## src/rtl/mcu_block_scheduler.sv

```systemverilog
// MCU block scheduler: sequences Y/Cb/Cr block order for the entropy decoder,
// tags each decoded block for the dequant/IDCT stage and relays backpressure.
module mcu_block_scheduler #(
  parameter int unsigned CH    = 3,
  parameter int unsigned CHW   = $clog2(CH + 1),
  parameter int unsigned MCU_W = 16
) (
  input  logic             clk,
  input  logic             rst,
  input  logic             start,
  input  logic [MCU_W-1:0] num_mcus,
  input  logic [2:0]       y_blocks,
  input  logic [CH-1:0]    map_cfg,
  input  logic             dec_valid,
  input  logic [CHW-1:0]   dec_ch,
  output logic             dec_hold,
  output logic [CHW-1:0]   exp_ch,
  output logic             tab_sel,
  output logic             blk_valid,
  input  logic             blk_ready,
  output logic [CHW-1:0]   blk_ch,
  output logic             blk_last_mcu,
  output logic             blk_last_frame,
  output logic             busy,
  output logic             frame_done,
  output logic             seq_err
);

  // Block index within an MCU spans 0..y_blocks+1, at most 5.
  localparam int unsigned IDXW = 3;
  localparam int unsigned YW   = 3;

  typedef enum logic [1:0] {
    S_IDLE  = 2'd0,
    S_RUN   = 2'd1,
    S_DRAIN = 2'd2
  } state_e;

  state_e            state_q, state_d;
  logic [IDXW-1:0]   blk_idx_q, blk_idx_d;
  logic [MCU_W-1:0]  mcu_cnt_q, mcu_cnt_d;
  logic [MCU_W-1:0]  num_q, num_d;
  logic [YW-1:0]     ycfg_q, ycfg_d;
  logic [CH-1:0]     map_q, map_d;
  logic [CHW-1:0]    exp_ch_q, exp_ch_d;
  logic              blk_valid_q, blk_valid_d;
  logic [CHW-1:0]    blk_ch_q, blk_ch_d;
  logic              blk_last_mcu_q, blk_last_mcu_d;
  logic              blk_last_frame_q, blk_last_frame_d;
  logic              busy_q, busy_d;
  logic              frame_done_q, frame_done_d;
  logic              seq_err_q, seq_err_d;

  logic              y_legal;
  logic              start_go;
  logic              start_empty;
  logic              slot_free;
  logic              handoff;
  logic              accept;
  logic              last_in_mcu;
  logic              last_mcu_of_frame;
  logic              frame_last;

  // Component owning block slot idx of an MCU with y luma blocks.
  function automatic logic [CHW-1:0] ch_of(input logic [IDXW-1:0] idx,
                                           input logic [YW-1:0]   y);
    logic [CHW-1:0] ch;
    ch = CHW'(2);
    if (idx < IDXW'(y)) begin
      ch = CHW'(0);
    end else if (idx == IDXW'(y)) begin
      ch = CHW'(1);
    end
    return ch;
  endfunction

  // Shared decode of handshake and sequence-position conditions.
  always_comb begin
    y_legal           = (y_blocks == 3'd1) || (y_blocks == 3'd2) || (y_blocks == 3'd4);
    start_go          = (state_q == S_IDLE) && start && y_legal && (num_mcus != '0);
    start_empty       = (state_q == S_IDLE) && start && y_legal && (num_mcus == '0);
    slot_free         = !blk_valid_q || blk_ready;
    handoff           = blk_valid_q && blk_ready;
    accept            = (state_q == S_RUN) && dec_valid && slot_free;
    last_in_mcu       = (blk_idx_q == (IDXW'(ycfg_q) + IDXW'(1)));
    last_mcu_of_frame = (mcu_cnt_q == (num_q - MCU_W'(1)));
    frame_last        = last_in_mcu && last_mcu_of_frame;
  end

  // State register.
  always_ff @(posedge clk) begin
    if (!rst) begin
      state_q <= S_IDLE;
    end else begin
      state_q <= state_d;
    end
  end

  // Next-state logic.
  always_comb begin
    state_d = state_q;
    unique case (state_q)
      S_IDLE: begin
        if (start_go) begin
          state_d = S_RUN;
        end
      end
      S_RUN: begin
        if (accept && frame_last) begin
          state_d = S_DRAIN;
        end
      end
      S_DRAIN: begin
        if (handoff && blk_last_frame_q) begin
          state_d = S_IDLE;
        end
      end
      default: state_d = S_IDLE;
    endcase
  end

  // Counter, config, tag and status next values.
  always_comb begin
    blk_idx_d        = blk_idx_q;
    mcu_cnt_d        = mcu_cnt_q;
    num_d            = num_q;
    ycfg_d           = ycfg_q;
    map_d            = map_q;
    blk_valid_d      = blk_valid_q;
    blk_ch_d         = blk_ch_q;
    blk_last_mcu_d   = blk_last_mcu_q;
    blk_last_frame_d = blk_last_frame_q;
    seq_err_d        = seq_err_q;
    exp_ch_d         = CHW'(0);
    busy_d           = 1'b0;
    frame_done_d     = 1'b0;

    // Frame setup: latch config and rewind the sequence.
    if (start_go) begin
      num_d     = num_mcus;
      ycfg_d    = y_blocks;
      map_d     = map_cfg;
      blk_idx_d = '0;
      mcu_cnt_d = '0;
    end

    // Sequence advance on each accepted block.
    if (accept) begin
      if (last_in_mcu) begin
        blk_idx_d = '0;
        mcu_cnt_d = frame_last ? '0 : (mcu_cnt_q + MCU_W'(1));
      end else begin
        blk_idx_d = blk_idx_q + IDXW'(1);
      end
    end

    // Tag slot: load on accept, otherwise empty it once handed off.
    if (accept) begin
      blk_valid_d      = 1'b1;
      blk_ch_d         = exp_ch_q;
      blk_last_mcu_d   = last_in_mcu;
      blk_last_frame_d = frame_last;
    end else if (handoff) begin
      blk_valid_d      = 1'b0;
      blk_ch_d         = CHW'(0);
      blk_last_mcu_d   = 1'b0;
      blk_last_frame_d = 1'b0;
    end

    // Error flag: clear on a legal start in IDLE, then apply any new fault.
    if ((state_q == S_IDLE) && start) begin
      seq_err_d = !y_legal;
    end
    if (dec_valid) begin
      if (state_q != S_RUN) begin
        seq_err_d = 1'b1;
      end else if (!slot_free) begin
        seq_err_d = 1'b1;
      end else if (dec_ch != exp_ch_q) begin
        seq_err_d = 1'b1;
      end
    end

    if (state_d == S_RUN) begin
      exp_ch_d = ch_of(blk_idx_d, ycfg_d);
    end
    busy_d       = (state_d != S_IDLE);
    frame_done_d = ((state_q == S_DRAIN) && handoff && blk_last_frame_q) || start_empty;
  end

  // Datapath and output registers.
  always_ff @(posedge clk) begin
    if (!rst) begin
      blk_idx_q        <= '0;
      mcu_cnt_q        <= '0;
      num_q            <= '0;
      ycfg_q           <= '0;
      map_q            <= '0;
      exp_ch_q         <= '0;
      blk_valid_q      <= 1'b0;
      blk_ch_q         <= '0;
      blk_last_mcu_q   <= 1'b0;
      blk_last_frame_q <= 1'b0;
      busy_q           <= 1'b0;
      frame_done_q     <= 1'b0;
      seq_err_q        <= 1'b0;
    end else begin
      blk_idx_q        <= blk_idx_d;
      mcu_cnt_q        <= mcu_cnt_d;
      num_q            <= num_d;
      ycfg_q           <= ycfg_d;
      map_q            <= map_d;
      exp_ch_q         <= exp_ch_d;
      blk_valid_q      <= blk_valid_d;
      blk_ch_q         <= blk_ch_d;
      blk_last_mcu_q   <= blk_last_mcu_d;
      blk_last_frame_q <= blk_last_frame_d;
      busy_q           <= busy_d;
      frame_done_q     <= frame_done_d;
      seq_err_q        <= seq_err_d;
    end
  end

  // Output drive; stall and table select follow live state directly.
  always_comb begin
    dec_hold       = blk_valid_q && !blk_ready;
    exp_ch         = exp_ch_q;
    tab_sel        = map_q[exp_ch_q];
    blk_valid      = blk_valid_q;
    blk_ch         = blk_ch_q;
    blk_last_mcu   = blk_last_mcu_q;
    blk_last_frame = blk_last_frame_q;
    busy           = busy_q;
    frame_done     = frame_done_q;
    seq_err        = seq_err_q;
  end

endmodule

```

## config.mk

```make
export PLATFORM = sky130hd
export DESIGN_NAME = mcu_block_scheduler
export DESIGN_NICKNAME = d
export VERILOG_FILES = /design/src/rtl/mcu_block_scheduler.sv
export SDC_FILE = /design/constraint.sdc
export NUM_CORES = 1
export LEC_CHECK = 0
export BUFFER_PORTS_ARGS = -buffer_cell sky130_fd_sc_hd__buf_2
export CORE_MARGIN = 3
export CORE_UTILIZATION = 35
export CTS_CLUSTER_DIAMETER = 200
export DETAILED_ROUTE_END_ITERATION = 6
export HOLD_SLACK_MARGIN = 0.15
export PLACE_DENSITY_LB_ADDON = 0.08
export SKIP_CTS_REPAIR_TIMING = 1
export SLEW_MARGIN = 20
export SYNTH_ARGS = -nofsm -noshare
export SYNTH_HDL_FRONTEND = slang
export SYNTH_SLANG_ARGS = --single-unit
```

## constraint.sdc

```tcl
create_clock -name clk -period 2.75 [get_ports clk]
set_clock_uncertainty 0.05 [all_clocks]
set_input_delay 0.1375 -clock clk [delete_from_list [all_inputs] [get_ports clk]]
set_output_delay 0.1375 -clock clk [all_outputs]
set_load 0.005 [all_outputs]
```

======== After elaboration in Yosys (flattened, before gate mapping) ========
Index checks and enable logic that the tools add are counted.
W data, S select, Z words.
storage, ports and cells
  register bits ........................... 53
  input bits .............................. 29
  logic and storage cells ................. 85
cells by class
  $add $sub $neg .......................... 4
  order comparisons ....................... 2
  eq/ne operators ......................... 11
  multiplexer cells ....................... 26
  bitwise gates (word level) .............. 2
  reduce and logical (&&, ||, !) cells .... 26
operator list
  operator                 number
  $mux W16                 4
  $add A16 B1 Y16 const B  1
  $eq A16 B16 Y1           1
  $logic_not A16 Y1        1
  $reduce_bool A16 Y1      1
  $sub A16 B1 Y16 const B  1
  $logic_and A1 B1 Y1      13
  $mux W2                  6
  $mux W3                  4
  $mux W1                  10
  $add A3 B1 Y3 const B    2
  $eq A3 B3 Y1             2
  $pmux W2 S3              1
  $eq A2 B1 Y1 const B     2
  $logic_or A1 B1 Y1       4
  $reduce_bool A2 Y1       2
  $eq A3 B1 Y1 const B     1
  $eq A3 B2 Y1 const B     1
  $eq A3 B3 Y1 const B     1
  $logic_not A1 Y1         3
  $lt A2 B3 Y1 const B     1
  $lt A3 B3 Y1             1
  $reduce_or A3 Y1         1
  $bmux W1 S2              1
  other kinds (5)          6

======== Longest topological paths before layout ========
Gate-level depths: netlist of run 1.
  depth after elaboration ................. 10
  gate-level depth with buffers ........... 12
  gate-level depth less buffers ........... 11

======== Worst setup path before layout of run 1 ========
No wires, ideal clock.
  path type ............................... register to register
  start ................................... register num_q[0]
  end ..................................... register mcu_cnt_q[11]
  setup time .............................. 124 ps
  arrival time ............................ 2764 ps
  setup slack ............................. -188 ps
  cell stages (with the launch flop) ...... 13
  cells stage by stage .................... dfxtp_1 inv_1 ha_1 or3b_1 clkbuf_1 nor4_2 xnor2_1 or4_1 or4_4 buf_6 buf_6 a41oi_2 o31ai_1
on the way
  word-level cells in the longest chain between the ends .. 6
RTL lines
  item                      line  source
  start: declaration        42    logic [MCU_W-1:0] num_q, num_d;
  start signal: assignment  210   num_q <= num_d;
  $sub A16 B1 Y16           86    last_mcu_of_frame = (mcu_cnt_q == (num_q - MCU_W'(1)));
  $eq A16 B16 Y1            86
  $logic_and A1 B1 Y1       87    frame_last = last_in_mcu && last_mcu_of_frame;
  $mux W16                  151   mcu_cnt_d = frame_last ? '0 : (mcu_cnt_q + MCU_W'(1));
  $mux W16                  149   if (last_in_mcu) begin
  $mux W16                  148   if (accept) begin
  end signal: assignment    209   mcu_cnt_q <= mcu_cnt_d;
  end: declaration          41    logic [MCU_W-1:0] mcu_cnt_q, mcu_cnt_d;
Every way passes these cells.
A chain may end at the register's enable or synchronous reset.

======== Worst setup path in the final report of run 1 ========
  start ................................... register num_q[8]
  end ..................................... register state_q[1]
on the way
  word-level cells in the longest chain between the ends .. 6
RTL lines
  item                    line  source
  $sub A16 B1 Y16         86
  $eq A16 B16 Y1          86
  $logic_and A1 B1 Y1     87
  $logic_and A1 B1 Y1     109   if (accept && frame_last) begin
  $mux W2                 109
  $pmux W2 S3             102   unique case (state_q)
  end signal: assignment  95    state_q <= state_d;
  end: declaration        39    state_e state_q, state_d;
Every way passes these cells.

==> run_results.csv, run 1 <==
group,metric,value,unit
global_routing,met1_usage,25.2,%
yosys,ys_ff_latch,53,
place,place_area,3560,µm²
yosys,ys_types,49,
yosys,yosysSeqAreaShare,35.1,%
pwr,finalPower,0.00181,W
min_path,hp-start,"blk_ready",
die,die_w,99.0,µm
layout,final_common_cell,"dfxtp_1",
setup_path,ff2ff_setup_slack,-0.03,ns
flow_run,cap_violations,0,
outcome,outcome,"complete, but fails checks",
yosys,synth_ff_type,"dfxtp_1",
setup_path,cp_max_fo,5,
sta,max_freq,0.360,GHz
global_routing,grt_max_degree,39,
yosys,synth_top_family_by_area,"simple AND/OR/NAND/NOR gates",
sta,min_period,2.78,ns
route,drt_iter0_markers,117,
global_routing,grt_use_met2,25.6,%
sta,relSlewSlack,68.6,%
layout,syn_to_final_growth,31.8,%
sta,fin_setup_tns,-0.106,ns
setup_path,reg2regPathDepth,7,
global_routing,overflow,0,
setup_path,crit_type,"reg2reg",
die,start_util,36.5,%
yosys,yosys.area_share.simple,28.2,%
min_path,min_path_type,"in2reg",
global_routing,antenna_found_initial,0,
layout,multi_input_area,1960,µm²
yosys,synth-compound-area-share,11.3,%
setup_path,start_kind,"register",
yosys,syn_area_per_cell,8.69,µm²
die,pin_count,41,
die,rows,33,
sta,hold_ws,0.141,ns
sta,fin_crit_sh,101,%
route,dr.pass1.iters,4,
yosys,synth_xor_area_share,10.0,%
layout,seq_area,1060,µm²
yosys,muxShareOfSynthArea,8.64,%
layout,post-route-cell-area,3990,µm²
cts,cts_tree,"done",
place,place.port_buffers,40,
setup_path,crit_arrival,2.99,ns
pwr,ir_drop,0.210,mV
yosys,syn-num-nets,384,
cts,cts_buffers,5,
global_routing,grt_use_total,17.0,%
min_path,holdPathEnd,"blk_valid",
route,drc,0,
cts,cts_buffer_depth,2,
min_path,worstHoldPathCells,3,
die,die_y,99.0,µm
yosys,synth_edf_count,0,
cts,insertion_delay,0.31,ns
route,vias_per_cell,5.09,
sta,setup_viol,9,
sta,hold_viol,0,
global_routing,top_usage_layer,"met2",
cts,clock-root-buffer,"clkbuf_8",
route,ant_nets,0,
layout,fin_util,48.1,%
setup_path,r2r-start,"num_q[8]",
global_routing,gr-usage-met3,3.11,%
yosys,synth_fa_ha_area_share,2.89,%
sta,fin_ws,-0.0255,ns
die,dieArea,9800,µm²
cts,cts_sinks,53,
layout,diodes,0,
layout,nets,471,
yosys,syn_inst,348,
yosys,syn_area,3030,µm²
sta,rsz0062_at_grt,"yes",
pwr,p_per_area,455,nW/µm²
setup_path,timing.rr.end,"state_q[1]",
cts,h-tree-depth,2,
pwr,power.leakage,1.63,nW
global_routing,grt_pass1_wl,13400,µm
yosys,synth_warnings,0,
layout,final_cell_mix,"dfxtp_1, buf_2, buf_4",
setup_path,worstPathRequired,2.96,ns
layout,drive_above_1_share,24.8,%
route,wl,8440,µm
route,num_vias,2751,
outcome,violations,"setup timing",
cts,clk_pin_slew_worst_paths,0.11,ns
sta,finalMaxSlewViolations,0,
die,core_area,8300,µm²
route,routedWlPerCell,15.6,µm
global_routing,grt_pass1_vias,2608,
setup_path,end_kind,"register",
sta,worst_pin_slew,0.469,ns
layout,fill_cells,827,
yosys,async_flop_share,0,%
place,gp_congestion,0.840,
place,hpwl,6010,µm
[power by group]
| part | internal, W | leakage (nW) | switching, W |
|---|---|---|---|
| clock | 0.000274 | 0.0585 | 0.000280 |
| combinational | 0.000232 | 1.14 | 0.000204 |
| sequential | 0.000796 | 0.432 | 0.0000284 |
| total | 0.00130 | 1.63 | 0.000513 |
[cell usage after synthesis, types with 2 or more instances]
master	number	area [µm²]
a21boi_0	2	15.0
a21oi_1	5	25.0
a22oi_1	3	22.5
a31oi_1	5	31.3
and2_1	9	56.3
and3_1	4	25.0
buf_1	3	11.3
buf_2	2	10.0
buf_6	2	22.5
clkbuf_1	13	48.8
dfxtp_1	53	1060
ha_1	7	87.6
inv_1	7	26.3
mux2i_1	25	250
nand2_1	23	86.3
nand2b_1	4	25.0
nand3_1	18	90.1
nand4_1	12	75.1
nor2_1	16	60.1
nor2b_1	32	200
nor3_1	12	60.1
nor3b_1	3	22.5
nor4_1	8	50.1
o211ai_1	5	37.5
o21ai_0	9	45.0
o221ai_1	2	17.5
o22ai_1	5	31.3
o311ai_1	2	17.5
o31a_1	2	17.5
o31ai_1	2	15.0
or3_1	2	12.5
or4_1	3	22.5
or4_4	2	22.5
xnor2_1	15	131
xor2_1	17	149
[sequential cells by signal (all words and copies together), names as in the netlist]
| name | cells |
|---|---|
| blk_idx_q | 3 |
| blk_last_mcu | 1 |
| mcu_cnt_q | 16 |
| blk_valid | 1 |
| map_q | 3 |
| busy | 1 |
| exp_ch | 2 |
| num_q | 16 |
| state_q | 2 |
| seq_err | 1 |
| blk_ch | 2 |
| frame_done | 1 |
| ycfg_q | 3 |
| blk_last_frame | 1 |
[cell type report]
| type | instances | area share [%] |
|---|---|---|
| tap | 105 | 3.29 |
| clock inverter | 3 | 1.10 |
| sequential | 53 | 26.7 |
| timing repair buffer | 98 | 17.4 |
| inverter | 7 | 0.659 |
| multi-input combinational | 270 | 49.2 |
| clock buffer | 5 | 1.73 |
[per-layer routing]
metal | routed length, µm | part of all wire [%]
met5 | 0 | 0
met4 | 42 | 0.50
met3 | 262 | 3.1
met2 | 3830 | 45
met1 | 4310 | 51
[critical path, cell delays in order (launching register included)]
cell and delay [ns]:
dfxtp_2 0.35, or4_4 0.55, nor4_4 0.25, xnor2_1 0.09, or4_4 0.45, or4_4 0.64, o21ai_2 0.21, and2_1 0.15
[stage by stage]
| step | worst slack [ns] | cells |
|---|---|---|
| CTS | -0.379 | 516 |
| floorplan | -0.0316 | 348 |
| global placement | -0.316 | 508 |
| global route | -0.123 | 541 |
| detailed placement | -0.341 | 508 |
| finish | -0.0255 | 541 |
[how the worst max path moves through the flow]
stage,from,to,cells after the start
global placement,num_q[0],mcu_cnt_q[8],7
floorplan,num_q[0],mcu_cnt_q[11],10
CTS,num_q[0],mcu_cnt_q[14],7
finish,num_q[8],state_q[1],7
detailed placement,num_q[0],mcu_cnt_q[14],7
global route,num_q[1],mcu_cnt_q[14],9
[cells by family after synthesis]
group / after synthesis
AO/OA/AOI/OAI: 49
XOR/XNOR: 33
adder cells (fa/ha/maj): 7
buffers and inverters: 27
flip-flops: 53
multiplexers: 26
AND/OR/NAND/NOR: 153
No activity file was read; power rests on OpenSTA's default activity.
==> inputs of run 2 (changes only) <==
- CELL_PAD_IN_SITES_DETAIL_PLACEMENT: default -> 0
- CELL_PAD_IN_SITES_GLOBAL_PLACEMENT: default -> 1
==> run_results.csv, run 2 (synthesis results as in run 1) <==
group,metric,value,unit
outcome,outcome,"complete, but fails checks",
outcome,violations,"setup timing",
pwr,p_per_area,441,nW/µm²
sta,max_freq,0.358,GHz
layout,final_cell_mix,"dfxtp_1, buf_4, buf_2",
cts,clock-root-buffer,"clkbuf_8",
cts,h-tree-depth,2,
route,ant_nets,0,
pwr,power_switching,0.000499,W
pwr,power_frac_seq,45.7,%
global_routing,grt_pass1_wl,13400,µm
die,start_util,36.5,%
pwr,combPwrFrac,24.7,%
setup_path,end_kind,"register",
cts,cts_buffers,5,
layout,drive_above_1_share,27.4,%
route,dr.pass1.iters,4,
min_path,hp-start,"blk_ready",
global_routing,overflow,0,
setup_path,reg2regPathDepth,8,
layout,top_regs,"mcu_cnt_q x16, num_q x16",
pwr,power.leakage,1.70,nW
setup_path,crit_type,"reg2reg",
pwr,p_sw_share,27.7,%
setup_path,timing.rr.end,"mcu_cnt_q[10]",
sta,fin_setup_tns,-0.184,ns
layout,fill_cells,786,
setup_path,crit_arrival,2.94,ns
route,vias_per_cell,5.05,
global_routing,antenna_found_initial,0,
place,place.port_buffers,40,
setup_path,r2r-start,"num_q[8]",
cts,clk_pin_slew_worst_paths,0.10,ns
cts,cts_tree,"done",
global_routing,grt_use_total,16.9,%
die,rows,33,
cts,insertion_delay,0.30,ns
die,dieArea,9800,µm²
route,drc,0,
sta,finalMaxSlewViolations,0,
setup_path,worstPathRequired,2.90,ns
layout,nets,481,
layout,diodes,0,
place,hpwl,6180,µm
route,routedWlPerCell,15.1,µm
global_routing,grt_pass1_vias,2624,
sta,hold_viol,0,
place,gp_congestion,0.786,
layout,final_common_cell,"dfxtp_1",
die,core_area,8300,µm²
sta,setup_viol,9,
min_path,worstHoldPathCells,3,
sta,fin_crit_sh,101,%
pwr,ir_drop,0.235,mV
cts,cts_buffer_depth,2,
pwr,pwr-share-clk,29.5,%
sta,worst_pin_slew,0.512,ns
die,die_y,99.0,µm
place,dpl_worst_slack,-0.134,ns
sta,hold_ws,0.153,ns
sta,relSlewSlack,65.7,%
cts,cts_sinks,53,
setup_path,start_kind,"register",
route,wl,8330,µm
layout,syn_to_final_growth,34.9,%
min_path,holdPathEnd,"blk_valid",
setup_path,cp_max_fo,5,
sta,min_period,2.79,ns
min_path,min_path_type,"in2reg",
route,num_vias,2776,
flow_run,cap_violations,0,
die,pin_count,41,
route,drt_iter0_markers,90,
global_routing,grt_max_degree,40,
die,die_w,99.0,µm
sta,fin_ws,-0.0407,ns
sta,rsz0062_at_grt,"yes",
pwr,internal-power,0.00130,W
setup_path,ff2ff_setup_slack,-0.04,ns
-- run 2: cell count changes in the layout (fill, tap and decap cells not counted), moves of 2 or more --
cell / change
buf_6: +3
nor3_2: +2
dfxtp_2: +2
buf_4: +8
dfxtp_1: -2
dlygate4sd3_1: -2
nor3_1: -2
-- run 2: critical path: stages (launching register included) --
cell     delay [ns]
dfxtp_2        0.35
or4_4          0.56
nor4_4         0.24
xnor2_1        0.08
or4_4          0.43
or4_4          0.57
buf_12         0.17
a31oi_2        0.14
o22ai_1        0.10
-- run 2: worst max-delay path by stage --
stage	startpoint	slack (ns)	cells past startpoint	to
after detailed placement	num_q[2]	-0.13	8	mcu_cnt_q[10]
after global routing	num_q[10]	-0.11	8	mcu_cnt_q[14]
after CTS	num_q[0]	-0.16	8	mcu_cnt_q[10]
final	num_q[8]	-0.04	8	mcu_cnt_q[10]
after floorplan	num_q[0]	-0.03	10	mcu_cnt_q[11]
after global placement	num_q[2]	-0.15	8	mcu_cnt_q[11]
-- run 2: per-stage QoR --
stage / std cells / instance area (µm²) / total power (W) / utilization [%]
3_5_place_dp: 518 / 3650 / 0.00124 / 43.9
2_1_floorplan: 348 / 3060 / 0.00108 / -
6_report: 550 / 4080 / 0.00180 / 49.2
3_3_place_gp: 518 / 3650 / 0.00124 / 43.9
5_1_grt: 550 / 4080 / 0.00190 / 49.2
4_1_cts: 525 / 3750 / 0.00178 / 45.2
-- run 2: routing by layer --
metal,part of all wire [%],global-route usage (%),up-vias
met5,0,0,-
met4,0.86,3.78,0
met3,3.7,2.69,5
met2,42,25.6,49
met1,53,25.2,1281
li1,-,-,1441
-- run 2: power groups by stage --
stage	clock (W)	combinational [W]	sequential [W]
6_report	0.000531	0.000445	0.000823
5_1_grt	0.000583	0.000494	0.000827
4_1_cts	0.000556	0.000405	0.000821
3_5_place_dp	0	0.000403	0.000838
3_3_place_gp	0	0.000402	0.000838
2_1_floorplan	0	0.000245	0.000837
-- run 2: area by class of cell --
| type | instances | area [µm²] | share of cell area, % |
|---|---|---|---|
| Inverter | 7 | 26.3 | 0.644 |
| Clock buffer | 5 | 68.8 | 1.69 |
| Clock inverter | 2 | 35.0 | 0.858 |
| Timing Repair Buffer | 109 | 812 | 19.9 |
| Tap cell | 105 | 131 | 3.22 |
| Multi-Input combinational cell | 269 | 1940 | 47.5 |
| Sequential cell | 53 | 1070 | 26.1 |
==> inputs of run 3 (changes only) <==
- ABC_AREA: default -> 1
- CELL_PAD_IN_SITES_GLOBAL_PLACEMENT: 1 -> 2
- CORE_UTILIZATION: 35 -> 28
==> run_results.csv, run 3 <==
group,metric,value,unit
yosys,synth_area_leader_cell,"dfxtp_1",
route,drt_iter0_markers,146,
die,dieArea,13100,µm²
cts,h-tree-depth,2,
setup_path,critPathBufInv,4,
sta,fin_ws,0.264,ns
pwr,power_frac_seq,43.4,%
yosys,yosysTopAreaCellShare,32.2,%
flow_run,cap_violations,0,
sta,min_period,2.49,ns
layout,top_regs,"mcu_cnt_q x16, num_q x16",
yosys,async_flop_share,0,%
cts,cts_buffers,5,
pwr,power.leakage,1.80,nW
pwr,pwr-share-clk,32.9,%
setup_path,cp_max_fo,6,
sta,setup_viol,0,
yosys,post-synth-top-count-cell,"nand2_1",
die,start_util,29.5,%
setup_path,crit_chain,"dlygate4sd3_1, buf_2, nor4_1, buf_4, nand4_1, nand2_1, buf_4, mux2i_1, ha_1, a21oi_1, o21ai_0, nand3_1, nor2_1",
sta,worst_pin_slew,0.826,ns
yosys,syn_area,3290,µm²
setup_path,worstPathRequired,2.90,ns
route,wl,9600,µm
layout,stdcell_count,711,
setup_path,cp_slowest_cell,"dlygate4sd3_1",
sta,relSlewSlack,44.9,%
cts,cts_buffer_depth,2,
yosys,synthTopCellsByCount,"nand2_1, nor2_1, inv_1",
place,hpwl,7530,µm
setup_path,path_common_cell,"buf_4",
route,routedWlPerCell,13.5,µm
yosys,synth_edf_count,0,
setup_path,start_kind,"input port",
sta,finalMaxSlewViolations,0,
die,die_y,114,µm
layout,final_cell_mix,"nand2_1, nor2_1, inv_1",
cts,clk_pin_slew_worst_paths,0.07,ns
min_path,min_path_type,"in2reg",
sta,hold_ws,0.100,ns
setup_path,slowest_delay,0.53,ns
global_routing,grt_pass1_vias,3127,
yosys,ys_types,38,
route,dr.pass1.iters,4,
place,gp_congestion,0.830,
layout,drive_above_1_share,14.9,%
route,num_vias,3236,
sta,max_freq,0.402,GHz
yosys,synth_ff_type,"dfxtp_1",
global_routing,grt_use_total,15.3,%
yosys,syn_inst,512,
die,pin_count,41,
global_routing,grt_max_degree,31,
cts,insertion_delay,0.30,ns
pwr,power_switching,0.000615,W
yosys,ys_ff_latch,53,
route,vias_per_cell,4.55,
cts,cts_tree,"done",
route,drc,0,
global_routing,grt_pass1_wl,15900,µm
yosys,synth_warnings,0,
setup_path,end_kind,"register",
die,die_w,114,µm
place,dpl_worst_slack,0.307,ns
layout,nets,606,
global_routing,overflow,0,
sta,fin_crit_sh,90.4,%
layout,final_common_cell,"nand2_1",
pwr,internal-power,0.00131,W
sta,rsz0062_at_grt,"no",
yosys,syn_area_per_cell,6.43,µm²
sta,hold_viol,0,
pwr,p_per_area,483,nW/µm²
pwr,combPwrFrac,23.7,%
pwr,p_sw_share,32.0,%
yosys,yosysSeqAreaShare,32.2,%
yosys,syn-num-nets,548,
route,ant_nets,0,
die,rows,38,
setup_path,crit_type,"in2reg",
pwr,ir_drop,0.178,mV
outcome,outcome,"completed",
global_routing,antenna_found_initial,0,
place,place.port_buffers,40,
layout,syn_to_final_growth,20.8,%
cts,cts_sinks,53,
sta,fin_setup_tns,0,ns
place,placed_cells,686,
cts,clock-root-buffer,"clkbuf_16",
yosys,yosys-top-cells-area,"dfxtp_1, nand2_1, nor2_1",
layout,diodes,0,
setup_path,crit_arrival,2.63,ns
die,core_area,11200,µm²
setup_path,path_delay_family,"buffers and inverters",
-- run 3: layer usage --
layer	part of all wire [%]	wire [µm]	vias up	global-route usage, %
met1	53	5080	1455	22.1
met5	0	0	-	0
met3	2.7	257	7	2.43
met2	44	4180	29	23.9
li1	-	-	1745	-
met4	0.89	85	0	3.33
-- run 3: kinds of logic (layout without fill, tap and decap cells) --
kind of cell | count (synthesis) | in the layout | share of synthesized area (%)
and+or+nand+nor | 272 | 272 | 35.4
AOI/OAI and AO/OA | 79 | 79 | 14.0
buffers and inverters | 76 | 135 | 8.97
DFF | 53 | 53 | 32.2
xor gates and xnor gates | 22 | 22 | 5.85
adders and majority gates | 7 | 7 | 2.66
muxes | 3 | 3 | 0.912
-- run 3: final cells by class --
class,instances,area [µm²]
clock buffer,5,125
clock inverter,3,17.5
fill,1199,7190
inverter,62,233
multi-input combinational,383,1940
sequential,53,1060
tap,140,175
timing repair buffer,65,430
-- run 3: stage by stage --
stage               util [%]  total power [W]  cell area [µm²]
global route            35.6          0.00206             3980
global placement        32.8          0.00130             3670
detailed placement      32.8          0.00129             3670
floorplan                  -          0.00115             3290
finish                  35.6          0.00192             3980
CTS                     34.1          0.00194             3810
-- run 3: power groups by stage --
stage	clock network [W]	logic, W	registers (W)
5_1_grt	0.000684	0.000533	0.000839
3_5_place_dp	0	0.000443	0.000852
6_report	0.000633	0.000455	0.000834
4_1_cts	0.000664	0.000445	0.000834
2_1_floorplan	0	0.000313	0.000841
3_3_place_gp	0	0.000446	0.000853
-- run 3: tightest hold or removal path, stage by stage --
cell and delay [ns]:
buf_2 0.09, o21ai_0 0.07, a21oi_1 0.10
-- run 3: path summary, 6_finish.rpt --
check / startpoint / endpoint / slack [ns] / depth (start not counted)
min reg2reg: blk_ch[1] / blk_ch[1] / 0.41 / 2
max: num_mcus[7] / exp_ch[0] / 0.26 / 13
max reg2reg: ycfg_q[0] / exp_ch[1] / 0.32 / 14
min: num_mcus[9] / num_q[9] / 0.10 / 3
